File: config.mk
export PLATFORM = sky130hd
export DESIGN_NAME = fp_round_pipe_flat
export DESIGN_NICKNAME = d
export VERILOG_FILES = /design/src/rtl/fp_round_pkg.sv /design/src/rtl/fp_round_pipe_if.sv /design/src/rtl/fp_round_core.sv /design/src/rtl/fp_round_pipe.sv /design/src/flat_wrapper.sv
export SDC_FILE = /design/constraint.sdc
export NUM_CORES = 1
export LEC_CHECK = 0
export ABC_AREA = 0
export CAP_MARGIN = 40
export CORE_MARGIN = 1
export CORE_UTILIZATION = 51
export DETAILED_ROUTE_END_ITERATION = 6
export PLACE_DENSITY = 0.8
export SYNTH_ARGS = -nofsm -noshare
export SYNTH_HDL_FRONTEND = slang
export SYNTH_SLANG_ARGS = --single-unit
File: constraint.sdc
create_clock -name clk -period 3.6 [get_ports clk]
set_clock_uncertainty 0.2 [all_clocks]
set_input_delay 0.9 -clock clk [delete_from_list [all_inputs] [get_ports clk]]
set_output_delay 0.9 -clock clk [all_outputs]
set_load 0.05 [all_outputs]
File: src/rtl/fp_round_pkg.sv
// Shared types and encoding helpers for the IEEE-754 rounding/packing pipeline.
// Rounding-mode enum, exception-flag struct and saturation encodings sized per (M, E).
package fp_round_pkg;

    typedef enum logic [2:0] {
        RM_RNE = 3'd0,
        RM_RTZ = 3'd1,
        RM_RDN = 3'd2,
        RM_RUP = 3'd3,
        RM_RMM = 3'd4
    } rm_e;

    typedef struct packed {
        logic of;
        logic uf;
        logic nx;
    } fp_flags_t;

    // Encodings are built at a fixed generous width; callers keep the low 1+E+M bits.
    localparam int ENC_W = 64;

    // Reserved encodings 5..7 fall back to round-to-nearest-even.
    function automatic rm_e decode_rm(input logic [2:0] rm);
        rm_e mode;
        case (rm)
            3'd1:    mode = RM_RTZ;
            3'd2:    mode = RM_RDN;
            3'd3:    mode = RM_RUP;
            3'd4:    mode = RM_RMM;
            default: mode = RM_RNE;
        endcase
        return mode;
    endfunction

    function automatic logic [ENC_W-1:0] inf_enc(input int m, input int e, input logic sign);
        logic [ENC_W-1:0] v;
        v = ((64'd1 << e) - 64'd1) << m;
        v = v | ({{(ENC_W-1){1'b0}}, sign} << (m + e));
        return v;
    endfunction

    function automatic logic [ENC_W-1:0] max_finite_enc(input int m, input int e, input logic sign);
        logic [ENC_W-1:0] v;
        v = ((64'd1 << e) - 64'd2) << m;
        v = v | ((64'd1 << m) - 64'd1);
        v = v | ({{(ENC_W-1){1'b0}}, sign} << (m + e));
        return v;
    endfunction

endpackage

File: src/rtl/fp_round_pipe_if.sv
// Upstream/downstream valid-ready bundle for fp_round_pipe.
// master = producer/consumer side (bench or neighbouring stages), slave = the rounding pipe.
interface fp_round_pipe_if #(
    parameter int M = 23,
    parameter int E = 8
);
    logic         in_valid;
    logic         in_ready;
    logic         sign_in;
    logic [M:0]   mant_in;
    logic [E:0]   exp_in;
    logic         guard;
    logic         round_bit;
    logic         sticky;
    logic [2:0]   rm;
    logic         out_valid;
    logic         out_ready;
    logic [E+M:0] result;
    logic         of_flag;
    logic         uf_flag;
    logic         nx_flag;

    modport master (
        output in_valid, sign_in, mant_in, exp_in, guard, round_bit, sticky, rm, out_ready,
        input  in_ready, out_valid, result, of_flag, uf_flag, nx_flag
    );

    modport slave (
        input  in_valid, sign_in, mant_in, exp_in, guard, round_bit, sticky, rm, out_ready,
        output in_ready, out_valid, result, of_flag, uf_flag, nx_flag
    );
endinterface

File: src/rtl/fp_round_core.sv
// Combinational increment / renormalise / overflow-saturate / pack for a rounded significand.
// Shared between the rounding pipe's second stage and the FMA path.
module fp_round_core
    import fp_round_pkg::*;
#(
    parameter int M = 23,
    parameter int E = 8
) (
    input  logic         sign,
    input  logic [M:0]   mant,
    input  logic [E:0]   exp,
    input  logic         round_up,
    input  logic         inx,
    input  rm_e          rm,
    output logic [E+M:0] result,
    output fp_flags_t    flags
);
    localparam int W = 1 + E + M;
    localparam logic [E+1:0] EXP_SAT = {2'b00, {E{1'b1}}};

    logic [M+1:0]     sum;
    logic [E+1:0]     exp_r;
    logic [M-1:0]     frac;
    logic             of;
    logic             use_inf;
    logic [ENC_W-1:0] sat_v;
    logic             unused_sat_hi;

    always_comb begin
        // NOTE: every variable gets a default at the top of always_comb so no path
        // leaves it unassigned; that is what keeps this block free of inferred latches.
        sum   = {1'b0, mant} + {{(M+1){1'b0}}, round_up};
        frac  = sum[M-1:0];
        exp_r = {1'b0, exp};

        if (sum[M+1]) begin
            // Carry-out means the significand became exactly 2.0: shifted fraction is zero.
            frac  = '0;
            exp_r = {1'b0, exp} + {{(E+1){1'b0}}, 1'b1};
        end else if (exp == '0 && sum[M]) begin
            exp_r = {{(E+1){1'b0}}, 1'b1};
        end

        of = (exp_r >= EXP_SAT);

        case (rm)
            RM_RTZ:  use_inf = 1'b0;
            RM_RDN:  use_inf = sign;
            RM_RUP:  use_inf = !sign;
            default: use_inf = 1'b1;
        endcase

        sat_v = use_inf ? inf_enc(M, E, sign) : max_finite_enc(M, E, sign);

        result = {sign, exp_r[E-1:0], frac};
        if (of) begin
            result = sat_v[W-1:0];
        end

        flags.of = of;
        flags.uf = (exp == '0) & inx;
        flags.nx = inx | of;
    end

    assign unused_sat_hi = ^sat_v[ENC_W-1:W];

endmodule

File: src/rtl/fp_round_pipe.sv
// Two-stage IEEE-754 round-and-pack pipe: S1 registers operands plus the round-up decision,
// S2 registers the packed result and flags. Optional macro FP_ROUND_ACCUM_FLAGS_EN adds sticky fflags.
module fp_round_pipe
    import fp_round_pkg::*;
#(
    parameter int M = 23,
    parameter int E = 8
) (
    input  logic              clk,
    input  logic              rst,
    fp_round_pipe_if.slave    bus
`ifdef FP_ROUND_ACCUM_FLAGS_EN
    ,
    input  logic              flags_clr,
    output logic [2:0]        fflags_acc
`endif
);
    localparam int W = 1 + E + M;

    logic         s2_adv;
    logic         s1_adv;
    logic         in_inx;
    logic         in_round_up;
    rm_e          in_rm;

    logic         s1_valid_q,    s1_valid_d;
    logic         s1_sign_q,     s1_sign_d;
    logic [M:0]   s1_mant_q,     s1_mant_d;
    logic [E:0]   s1_exp_q,      s1_exp_d;
    rm_e          s1_rm_q,       s1_rm_d;
    logic         s1_round_up_q, s1_round_up_d;
    logic         s1_inx_q,      s1_inx_d;

    logic         s2_valid_q,    s2_valid_d;
    logic [W-1:0] result_q,      result_d;
    fp_flags_t    flags_q,       flags_d;

    logic [W-1:0] core_result;
    fp_flags_t    core_flags;

    // Stage 1: round-up decision from the raw operand bits.
    always_comb begin
        s2_adv = !s2_valid_q | bus.out_ready;
        s1_adv = !s1_valid_q | s2_adv;

        in_inx = bus.guard | bus.round_bit | bus.sticky;
        in_rm  = decode_rm(bus.rm);

        case (in_rm)
            RM_RTZ:  in_round_up = 1'b0;
            RM_RDN:  in_round_up = bus.sign_in & in_inx;
            RM_RUP:  in_round_up = !bus.sign_in & in_inx;
            RM_RMM:  in_round_up = bus.guard;
            default: in_round_up = bus.guard & (bus.round_bit | bus.sticky | bus.mant_in[0]);
        endcase

        s1_valid_d    = s1_valid_q;
        s1_sign_d     = s1_sign_q;
        s1_mant_d     = s1_mant_q;
        s1_exp_d      = s1_exp_q;
        s1_rm_d       = s1_rm_q;
        s1_round_up_d = s1_round_up_q;
        s1_inx_d      = s1_inx_q;

        if (s1_adv) begin
            s1_valid_d = bus.in_valid;
            if (bus.in_valid) begin
                s1_sign_d     = bus.sign_in;
                s1_mant_d     = bus.mant_in;
                s1_exp_d      = bus.exp_in;
                s1_rm_d       = in_rm;
                s1_round_up_d = in_round_up;
                s1_inx_d      = in_inx;
            end
        end
    end

    fp_round_core #(
        .M (M),
        .E (E)
    ) u_core (
        .sign     (s1_sign_q),
        .mant     (s1_mant_q),
        .exp      (s1_exp_q),
        .round_up (s1_round_up_q),
        .inx      (s1_inx_q),
        .rm       (s1_rm_q),
        .result   (core_result),
        .flags    (core_flags)
    );

    // Stage 2: capture the packed result; holds while the consumer stalls.
    always_comb begin
        s2_valid_d = s2_valid_q;
        result_d   = result_q;
        flags_d    = flags_q;

        if (s2_adv) begin
            s2_valid_d = s1_valid_q;
            if (s1_valid_q) begin
                result_d = core_result;
                flags_d  = core_flags;
            end
        end
    end

    // NOTE: state registers use non-blocking assignment so every flop samples the
    // pre-edge value of its neighbours, independent of the order the blocks execute in.
    always_ff @(posedge clk or posedge rst) begin
        if (rst) begin
            s1_valid_q    <= 1'b0;
            s1_sign_q     <= 1'b0;
            s1_mant_q     <= '0;
            s1_exp_q      <= '0;
            s1_rm_q       <= RM_RNE;
            s1_round_up_q <= 1'b0;
            s1_inx_q      <= 1'b0;
            s2_valid_q    <= 1'b0;
            result_q      <= '0;
            flags_q       <= '0;
        end else begin
            s1_valid_q    <= s1_valid_d;
            s1_sign_q     <= s1_sign_d;
            s1_mant_q     <= s1_mant_d;
            s1_exp_q      <= s1_exp_d;
            s1_rm_q       <= s1_rm_d;
            s1_round_up_q <= s1_round_up_d;
            s1_inx_q      <= s1_inx_d;
            s2_valid_q    <= s2_valid_d;
            result_q      <= result_d;
            flags_q       <= flags_d;
        end
    end

    assign bus.in_ready  = s1_adv;
    assign bus.out_valid = s2_valid_q;
    assign bus.result    = result_q;
    assign bus.of_flag   = flags_q.of;
    assign bus.uf_flag   = flags_q.uf;
    assign bus.nx_flag   = flags_q.nx;

`ifdef FP_ROUND_ACCUM_FLAGS_EN
    logic [2:0] fflags_acc_q, fflags_acc_d;

    // Clear drops history first, so a coinciding handshake leaves only its own flags.
    always_comb begin
        fflags_acc_d = flags_clr ? 3'b000 : fflags_acc_q;
        if (s2_valid_q && bus.out_ready) begin
            fflags_acc_d = fflags_acc_d | flags_q;
        end
    end

    always_ff @(posedge clk or posedge rst) begin
        if (rst) begin
            fflags_acc_q <= 3'b000;
        end else begin
            fflags_acc_q <= fflags_acc_d;
        end
    end

    assign fflags_acc = fflags_acc_q;
`endif

endmodule

File: src/flat_wrapper.sv
// flat-port wrapper written by rule: the top's interface ports become plain ports
module fp_round_pipe_flat import fp_round_pkg::*;
#(
    parameter int M = 23,
    parameter int E = 8
)
  (clk, rst, bus_in_valid, bus_sign_in, bus_mant_in, bus_exp_in, bus_guard, bus_round_bit, bus_sticky, bus_rm, bus_out_ready, bus_in_ready, bus_out_valid, bus_result, bus_of_flag, bus_uf_flag, bus_nx_flag);
  fp_round_pipe_if #(.M(M), .E(E)) bus_i ();
  input  logic clk;
  input  logic rst;
  input wire logic [$bits(bus_i.in_valid)-1:0] bus_in_valid;
  input wire logic [$bits(bus_i.sign_in)-1:0] bus_sign_in;
  input wire logic [$bits(bus_i.mant_in)-1:0] bus_mant_in;
  input wire logic [$bits(bus_i.exp_in)-1:0] bus_exp_in;
  input wire logic [$bits(bus_i.guard)-1:0] bus_guard;
  input wire logic [$bits(bus_i.round_bit)-1:0] bus_round_bit;
  input wire logic [$bits(bus_i.sticky)-1:0] bus_sticky;
  input wire logic [$bits(bus_i.rm)-1:0] bus_rm;
  input wire logic [$bits(bus_i.out_ready)-1:0] bus_out_ready;
  output wire logic [$bits(bus_i.in_ready)-1:0] bus_in_ready;
  output wire logic [$bits(bus_i.out_valid)-1:0] bus_out_valid;
  output wire logic [$bits(bus_i.result)-1:0] bus_result;
  output wire logic [$bits(bus_i.of_flag)-1:0] bus_of_flag;
  output wire logic [$bits(bus_i.uf_flag)-1:0] bus_uf_flag;
  output wire logic [$bits(bus_i.nx_flag)-1:0] bus_nx_flag;
  assign bus_i.in_valid = bus_in_valid;
  assign bus_i.sign_in = bus_sign_in;
  assign bus_i.mant_in = bus_mant_in;
  assign bus_i.exp_in = bus_exp_in;
  assign bus_i.guard = bus_guard;
  assign bus_i.round_bit = bus_round_bit;
  assign bus_i.sticky = bus_sticky;
  assign bus_i.rm = bus_rm;
  assign bus_i.out_ready = bus_out_ready;
  assign bus_in_ready = bus_i.in_ready;
  assign bus_out_valid = bus_i.out_valid;
  assign bus_result = bus_i.result;
  assign bus_of_flag = bus_i.of_flag;
  assign bus_uf_flag = bus_i.uf_flag;
  assign bus_nx_flag = bus_i.nx_flag;
  fp_round_pipe #(.M(M), .E(E)) u_core (.clk(clk), .rst(rst), .bus(bus_i));
endmodule
==> results of run 1 <==
kinds of logic after synthesis:
family,Yosys count,synth area share
muxes,35,0.1060
adders and majority gates,5,0.01621
and+or+nand+nor,117,0.1671
xor gates and xnor gates,29,0.06854
DFF,76,0.5132
AOI/OAI and AO/OA,47,0.1040
buffers and inverters,20,0.02498
cell type report:
class,count,area [sq um],share of cell area
sequential,76,1902,0.3960
multi-input combinational,233,1712,0.3564
timing repair buffer,86,855.8,0.1782
clock buffer,10,137.6,0.02866
tap,96,120.1,0.02501
clock inverter,5,52.55,0.01094
inverter,6,22.52,0.004690
critical path, delay by kind of cell (launching register included):
kind / cells / cell delay, ps
AO/OA/AOI/OAI: 2 / 580
adder cells (fa/ha/maj): 2 / 440
AND/OR/NAND/NOR: 6 / 1600
flip-flops: 1 / 360
path summary, 6_finish.rpt:
check                                            end  slack (ps)            startpoint  cells after the start
worst max-delay path            u_core.bus.result[7]         310  u_core.s1_round_up_q                     10
worst min-delay path              u_core.bus.uf_flag         280    u_core.bus.uf_flag                      2
worst max register to register  u_core.bus.result[7]         310  u_core.s1_round_up_q                     10
worst min register to register    u_core.bus.uf_flag         280    u_core.bus.uf_flag                      2
max in group asynchronous        u_core.s1_mant_q[3]        2120                   rst                      3
min in group asynchronous       u_core.s1_mant_q[20]         750                   rst                      3
placed cells by master, fill, tap and decap left out, drive strengths merged, types with 5 or more instances in the layout:
cell	count
nand2	29
and3	9
nor3	5
buf	7
a221o	23
dfrtp	76
nand4	6
a21oi	9
xnor2	15
and2	6
nand2b	6
xor2	14
nor2	26
mux2	34
inv	6
clkbuf	10
clkdlybuf4s50	79
o21ai	5
nand3	14
stage by stage:
stage / setup WS, ps / utilization / cell area, sq um
final: 307.5 / 0.6953 / 4802
after global placement: 444.6 / 0.6678 / 4612
after floorplan: 538.7 / - / 3706
after global routing: 71.76 / 0.6953 / 4802
after CTS: 333.2 / 0.6953 / 4802
after detailed placement: 379.2 / 0.6678 / 4612
power groups by stage:
| stage | logic (mW) | registers, mW | clock network (mW) |
|---|---|---|---|
| 2_1_floorplan | 0.309 | 1.50 | 0 |
| 3_3_place_gp | 0.962 | 1.18 | 0 |
| 3_5_place_dp | 0.978 | 1.18 | 0 |
| 4_1_cts | 0.979 | 1.17 | 0.650 |
| 5_1_grt | 1.03 | 1.19 | 0.690 |
| 6_report | 0.974 | 1.17 | 0.639 |
sequential cells by signal, indices dropped and copies added, names as in the netlist:
name                  flops
u_core.bus.result        32
u_core.bus.out_valid      1
u_core.bus.of_flag        1
u_core.s1_inx_q           1
u_core.bus.uf_flag        1
u_core.s1_round_up_q      1
u_core.bus.nx_flag        1
u_core.s1_rm_q            3
u_core.s1_mant_q         24
u_core.s1_exp_q           9
u_core.s1_valid_q         1
u_core.s1_sign_q          1
metal layers:
metal | vias up | track usage | wire (um)
met3 | 8 | 0.04929 | 550
met4 | 0 | 0.08048 | 93
met5 | - | 0 | 0
met1 | 1426 | 0.3082 | 3508
li1 | 1347 | - | -
met2 | 107 | 0.3587 | 3926
==> qor.csv, run 1 <==
stage,metric,value,unit
power_and_ir_drop,intPower,1.747,mW
floorplanning,ios,81,
power_and_ir_drop,p_total,2.786,mW
cells_and_area,num-nets-final,460,
power_and_ir_drop,power_density,580.2,mW/mm^2
setup_path,slowest_delay,440,ps
timing,worst_slew_margin_rel,0.6574,
cells_and_area,diodes,0,
floorplanning,die_area,0.007612,sq mm
synthesis,syn_nets,377,
power_and_ir_drop,p_leak,1.996,nW
setup_path,path_class,register to register,
clock_tree,clkTransAtPathRegs,70,ps
route,drt-initial-drc-count,154,
timing,setup_tns,0,ps
floorplanning,start_util,0.5366,
power_and_ir_drop,pwr-share-comb,0.350,
clock_tree,cts.sinks,76,
global_routing,grt_use_total,0.2263,
timing,hold_viol_final,0,
clock_tree,hold_buffers,0,
setup_path,slowest_stage,or3b_4,
hold_path,hold_path.class,register to register,
clock_tree,cts_resized,0,
placed_design,gp_congestion,0.9219,
global_routing,grt_max_degree,77,
route,antenna_left,0,
route,num_vias,2888,
synthesis,netlist_area,0.003706,sq mm
placed_design,io_buffers,80,
cells_and_area,num-fill-cells,540,
clock_tree,numCtsBuffers,9,
timing,min_period,3293,ps
setup_path,critPathCaptureType,register,
synthesis,ys_top_cells_by_count,"dfrtp_1 (76), mux2_2 (34), nand2_1 (29)",
synthesis,synth.top_cell.area_share,0.5132,
synthesis,ys.flop_type,dfrtp_1,
power_and_ir_drop,switchingPower,1.039,mW
placed_design,dpl.hpwl,5.705,mm
power_and_ir_drop,clkPwrFrac,0.229,
floorplanning,core_area,0.006907,sq mm
clock_tree,cts_setup_buffers,0,
synthesis,yosysMostFrequentCell,dfrtp_1,
setup_path,critPathMaxFanout,12,
global_routing,grt_pass1_vias,2695,
power_and_ir_drop,p_seq_frac,0.421,
clock_tree,worstSkewPairLatency,350,ps
synthesis,synth_area_leaders,"dfrtp_1 (51%), mux2_2 (10%), a221o_1 (6.2%), xnor2_1 (3.5%), xor2_1 (3.3%)",
floorplanning,fp.dieW,87.25,um
clock_tree,clockBufferDepth,2,
synthesis,synth_edf_count,0,
synthesis,ys_types,43,
floorplanning,num_rows,30,
job,cap_viol_max_count,0,
placed_design,dp_cells,497,
timing,tightest_slew,512.2,ps
clock_tree,clock_tree.root_cell,clkbuf_8,
synthesis,yosysTopAreaCell,dfrtp_1,
route,wirelength,8.078,mm
global_routing,antenna_found_initial,0,
power_and_ir_drop,p_sw_frac,0.3731,
global_routing,grt_pass1_wl,13.03,mm
timing,setup_viol,0,
timing,rsz0062_at_grt,no,
setup_path,cp-start-kind,register,
setup_path,worstPathArrival,3320,ps
synthesis,ys_ff_latch,76,
setup_path,cp_cell_sequence,ha_1 -> ha_1 -> and3_1 -> nand3_1 -> nor3_4 -> nand3_1 -> a22oi_1 -> or3b_4 -> and3_4 -> a221o_1,
route,drt-wirelength-per-cell,15.78,um
synthesis,syn_area_per_cell,11.26,sq um
clock_tree,tritoncts,yes,
cells_and_area,syn_to_final_growth,29.57,%
cells_and_area,drive_above_1_share,0.1587,
synthesis,syn_inst,329,
cells_and_area,fin_cells,512,
global_routing,globalRouteOverflowTotal,0,
route,dr.pass1.iters,4,
timing,whs,276.0,ps
setup_path,crit_required,3620,ps
floorplanning,die_y,87.25,um
route,viasPerCell,5.641,
synthesis,yosys_warnings,0,
timing,period_share,0.9146,
clock_tree,htree_levels,3,
power_and_ir_drop,ir_worst_vdd,0.0004100,V
synthesis,async_flop_share,1.000,
timing,slew_violations,0,
timing,fmaxAchievable,303.7,MHz
synthesis,yosysSeqAreaShare,0.5132,
run_status,outcome,finished clean,
route,drc,0,
Power figures use the tool's default switching activity.
==> run 2, diff against run 1 <==
--- a/config.mk
+++ b/config.mk
@@ -11,6 +11,7 @@
 export CORE_UTILIZATION = 51
 export DETAILED_ROUTE_END_ITERATION = 6
 export PLACE_DENSITY = 0.8
+export SKIP_LAST_GASP = 1
 export SYNTH_ARGS = -nofsm -noshare
 export SYNTH_HDL_FRONTEND = slang
 export SYNTH_SLANG_ARGS = --single-unit
==> results of run 2 <==
The final DEF is identical to that of run 1; final timing and power are the same.
==> run 3, diff against run 2 <==
--- a/config.mk
+++ b/config.mk
@@ -8,9 +8,9 @@
 export ABC_AREA = 0
 export CAP_MARGIN = 40
 export CORE_MARGIN = 1
-export CORE_UTILIZATION = 51
+export CORE_UTILIZATION = 40
 export DETAILED_ROUTE_END_ITERATION = 6
-export PLACE_DENSITY = 0.8
+export PLACE_DENSITY = 0.66
 export SKIP_LAST_GASP = 1
 export SYNTH_ARGS = -nofsm -noshare
 export SYNTH_HDL_FRONTEND = slang
==> run 3 against run 2 <==
  * The run now ends with design-rule violations left
  * Die area increased by 27%
  * Routed wire length increased by 3.8%
  * Via count down 3.8%
  * Clock-buffer cell count stayed put
  * Sequential share of layout area fell by 0.69 points
  * Critical endpoint is now u_core.bus.result[5]
  * Final cell count is 2.3% higher
  * Largest cell class unchanged
  * Non-clock buffer count down 1
  * Sequential power about the same
  * Maximum frequency rose by 2.3%
  * Critical path depth stayed put
  * Core utilization down 14 points
  * Clock power rose by 22%
==> qor.csv, run 3 (synthesis gave the netlist of run 1 again) <==
stage,metric,value,unit
power_and_ir_drop,pwr-share-comb,0.333,
clock_tree,worstSkewPairLatency,350,ps
floorplanning,die_y,98.26,um
clock_tree,htree_levels,3,
power_and_ir_drop,p_sw_frac,0.3581,
route,wirelength,8.387,mm
cells_and_area,drive_above_1_share,0.1611,
route,viasPerCell,5.300,
route,drt-initial-drc-count,100,
clock_tree,clkTransAtPathRegs,80,ps
floorplanning,start_util,0.4188,
placed_design,io_buffers,80,
cells_and_area,final_cell_mix,"clkdlybuf4s50_1 (79), dfrtp_1 (76), mux2_2 (34)",
timing,tightest_slew,523.3,ps
route,dr.pass1.iters,7,
global_routing,grt_pass1_vias,2877,
setup_path,rr_worst_depth,10,
global_routing,globalRouteOverflowTotal,0,
setup_path,critPathMaxFanout,12,
timing,slew_violations,0,
clock_tree,cts.sinks,76,
run_status,violations,design-rule violations,
clock_tree,clockBufferDepth,2,
setup_path,r2r_slack,380,ps
setup_path,cp-start-kind,register,
power_and_ir_drop,intPower,1.880,mW
run_status,outcome,"finished, violations left",
hold_path,hold_path.class,register to register,
setup_path,startpoint,u_core.s1_round_up_q,
cells_and_area,diodes,0,
cells_and_area,largest_register_ffs,32,
power_and_ir_drop,p_leak,2.021,nW
floorplanning,core_area,0.008848,sq mm
timing,setup_viol,0,
timing,fmaxAchievable,310.8,MHz
floorplanning,num_rows,34,
setup_path,worstPathArrival,3240,ps
clock_tree,numCtsBuffers,9,
route,drt-wirelength-per-cell,16.01,um
global_routing,grt_pass1_wl,14.70,mm
floorplanning,die_area,0.009654,sq mm
global_routing,grt_use_total,0.1947,
timing,hold_viol_final,0,
power_and_ir_drop,switchingPower,1.049,mW
setup_path,critPathCaptureType,register,
setup_path,path_class,register to register,
timing,setup_tns,0,ps
route,num_vias,2777,
route,antenna_left,0,
global_routing,grt_max_degree,54,
clock_tree,tritoncts,yes,
placed_design,dp_cells,508,
placed_design,dpl.hpwl,6.075,mm
setup_path,crit_path_end,u_core.bus.result[5],
power_and_ir_drop,p_total,2.928,mW
setup_path,crit_required,3630,ps
setup_path,r2r-end,u_core.bus.result[5],
power_and_ir_drop,power_density,599.2,mW/mm^2
power_and_ir_drop,clkPwrFrac,0.267,
cells_and_area,layout_commonest_cell,clkdlybuf4s50_1,
timing,period_share,0.8938,
job,cap_viol_max_count,0,
timing,rsz0062_at_grt,no,
cells_and_area,fin_cells,524,
route,drc,5,
power_and_ir_drop,p_seq_frac,0.400,
placed_design,gp_congestion,0.8375,
clock_tree,cts_setup_buffers,0,
power_and_ir_drop,ir_worst_vdd,0.0003699,V
floorplanning,ios,81,
clock_tree,clock_tree.root_cell,clkbuf_8,
cells_and_area,num-nets-final,459,
timing,worst_slew_margin_rel,0.6506,
cells_and_area,syn_to_final_growth,31.87,%
global_routing,antenna_found_initial,0,
timing,whs,280.7,ps
cells_and_area,fin_util,0.5523,
setup_path,rr_startpoint,u_core.s1_round_up_q,
hold_path,min_path_cells,2,
timing,min_period,3218,ps
floorplanning,fp.dieW,98.26,um
==> run 3: cell types whose count changed in the layout (fill, tap and decap cells not counted), moves of 2 or more <==
| cell | before | now |
|---|---|---|
| clkinv_2 | 3 | 1 |
| buf_12 | 1 | 3 |
| buf_4 | 6 | 3 |
| bufinv_16 | 1 | 3 |
==> run 3: final cells by class <==
| type | instances | area, sq um |
|---|---|---|
| fill | 787 | 3961 |
| inverter | 6 | 22.52 |
| tap | 108 | 135.1 |
| multi-input combinational | 233 | 1715 |
| clock inverter | 6 | 111.4 |
| sequential | 76 | 1902 |
| timing repair buffer | 85 | 873.3 |
| clock buffer | 10 | 127.6 |
==> run 3: metrics by stage <==
| stage | instance area, sq um | setup WS [ps] |
|---|---|---|
| 2_1_floorplan | 3706 | 538.7 |
| 3_3_place_gp | 4647 | 373.8 |
| 3_5_place_dp | 4647 | 292.5 |
| 4_1_cts | 4886 | 266.3 |
| 5_1_grt | 4887 | 86.62 |
| 6_report | 4887 | 382.4 |
==> run 3: worst min path at each step <==
stage / startpoint / end / slack, ps
final: u_core.bus.result[31] / u_core.bus.result[31] / 280
after global routing: u_core.bus.result[31] / u_core.bus.result[31] / 310
after CTS: u_core.bus.result[31] / u_core.bus.result[31] / 290
after detailed placement: u_core.bus.result[31] / u_core.bus.result[31] / 270
after global placement: u_core.bus.result[31] / u_core.bus.result[31] / 260
after floorplan: u_core.s1_rm_q[1] / u_core.s1_rm_q[1] / 240
==> run 3: critical path: stages, from the launching register on <==
cell and delay [ps]:
dfrtp_1 360, ha_1 200, ha_1 240, and3_1 240
nand3_1 160, nor3_4 350, nand3_1 120, a22oi_1 230
or3b_4 430, and3_4 250, a221o_1 310
==> run 3: per-layer routing <==
layer | up-vias | global-route usage | routed length, um
met5 | - | 0 | 0
met4 | 0 | 0.08611 | 130
met3 | 10 | 0.02720 | 360
met2 | 70 | 0.2925 | 3831
met1 | 1348 | 0.2808 | 4065
li1 | 1349 | - | -
==> run 3: what timing repair did <==
item,CTS,global route
resized for setup,0,1
setup endpoints to repair,0,15
hold buffers,0,0
==> run 3: power by group through the flow <==
stage	logic [mW]	clock network, mW	registers (mW)
after detailed placement	0.984	0	1.19
after CTS	0.986	0.796	1.17
after global routing	1.04	0.832	1.20
final	0.976	0.781	1.17
after global placement	0.973	0	1.19
after floorplan	0.309	0	1.50
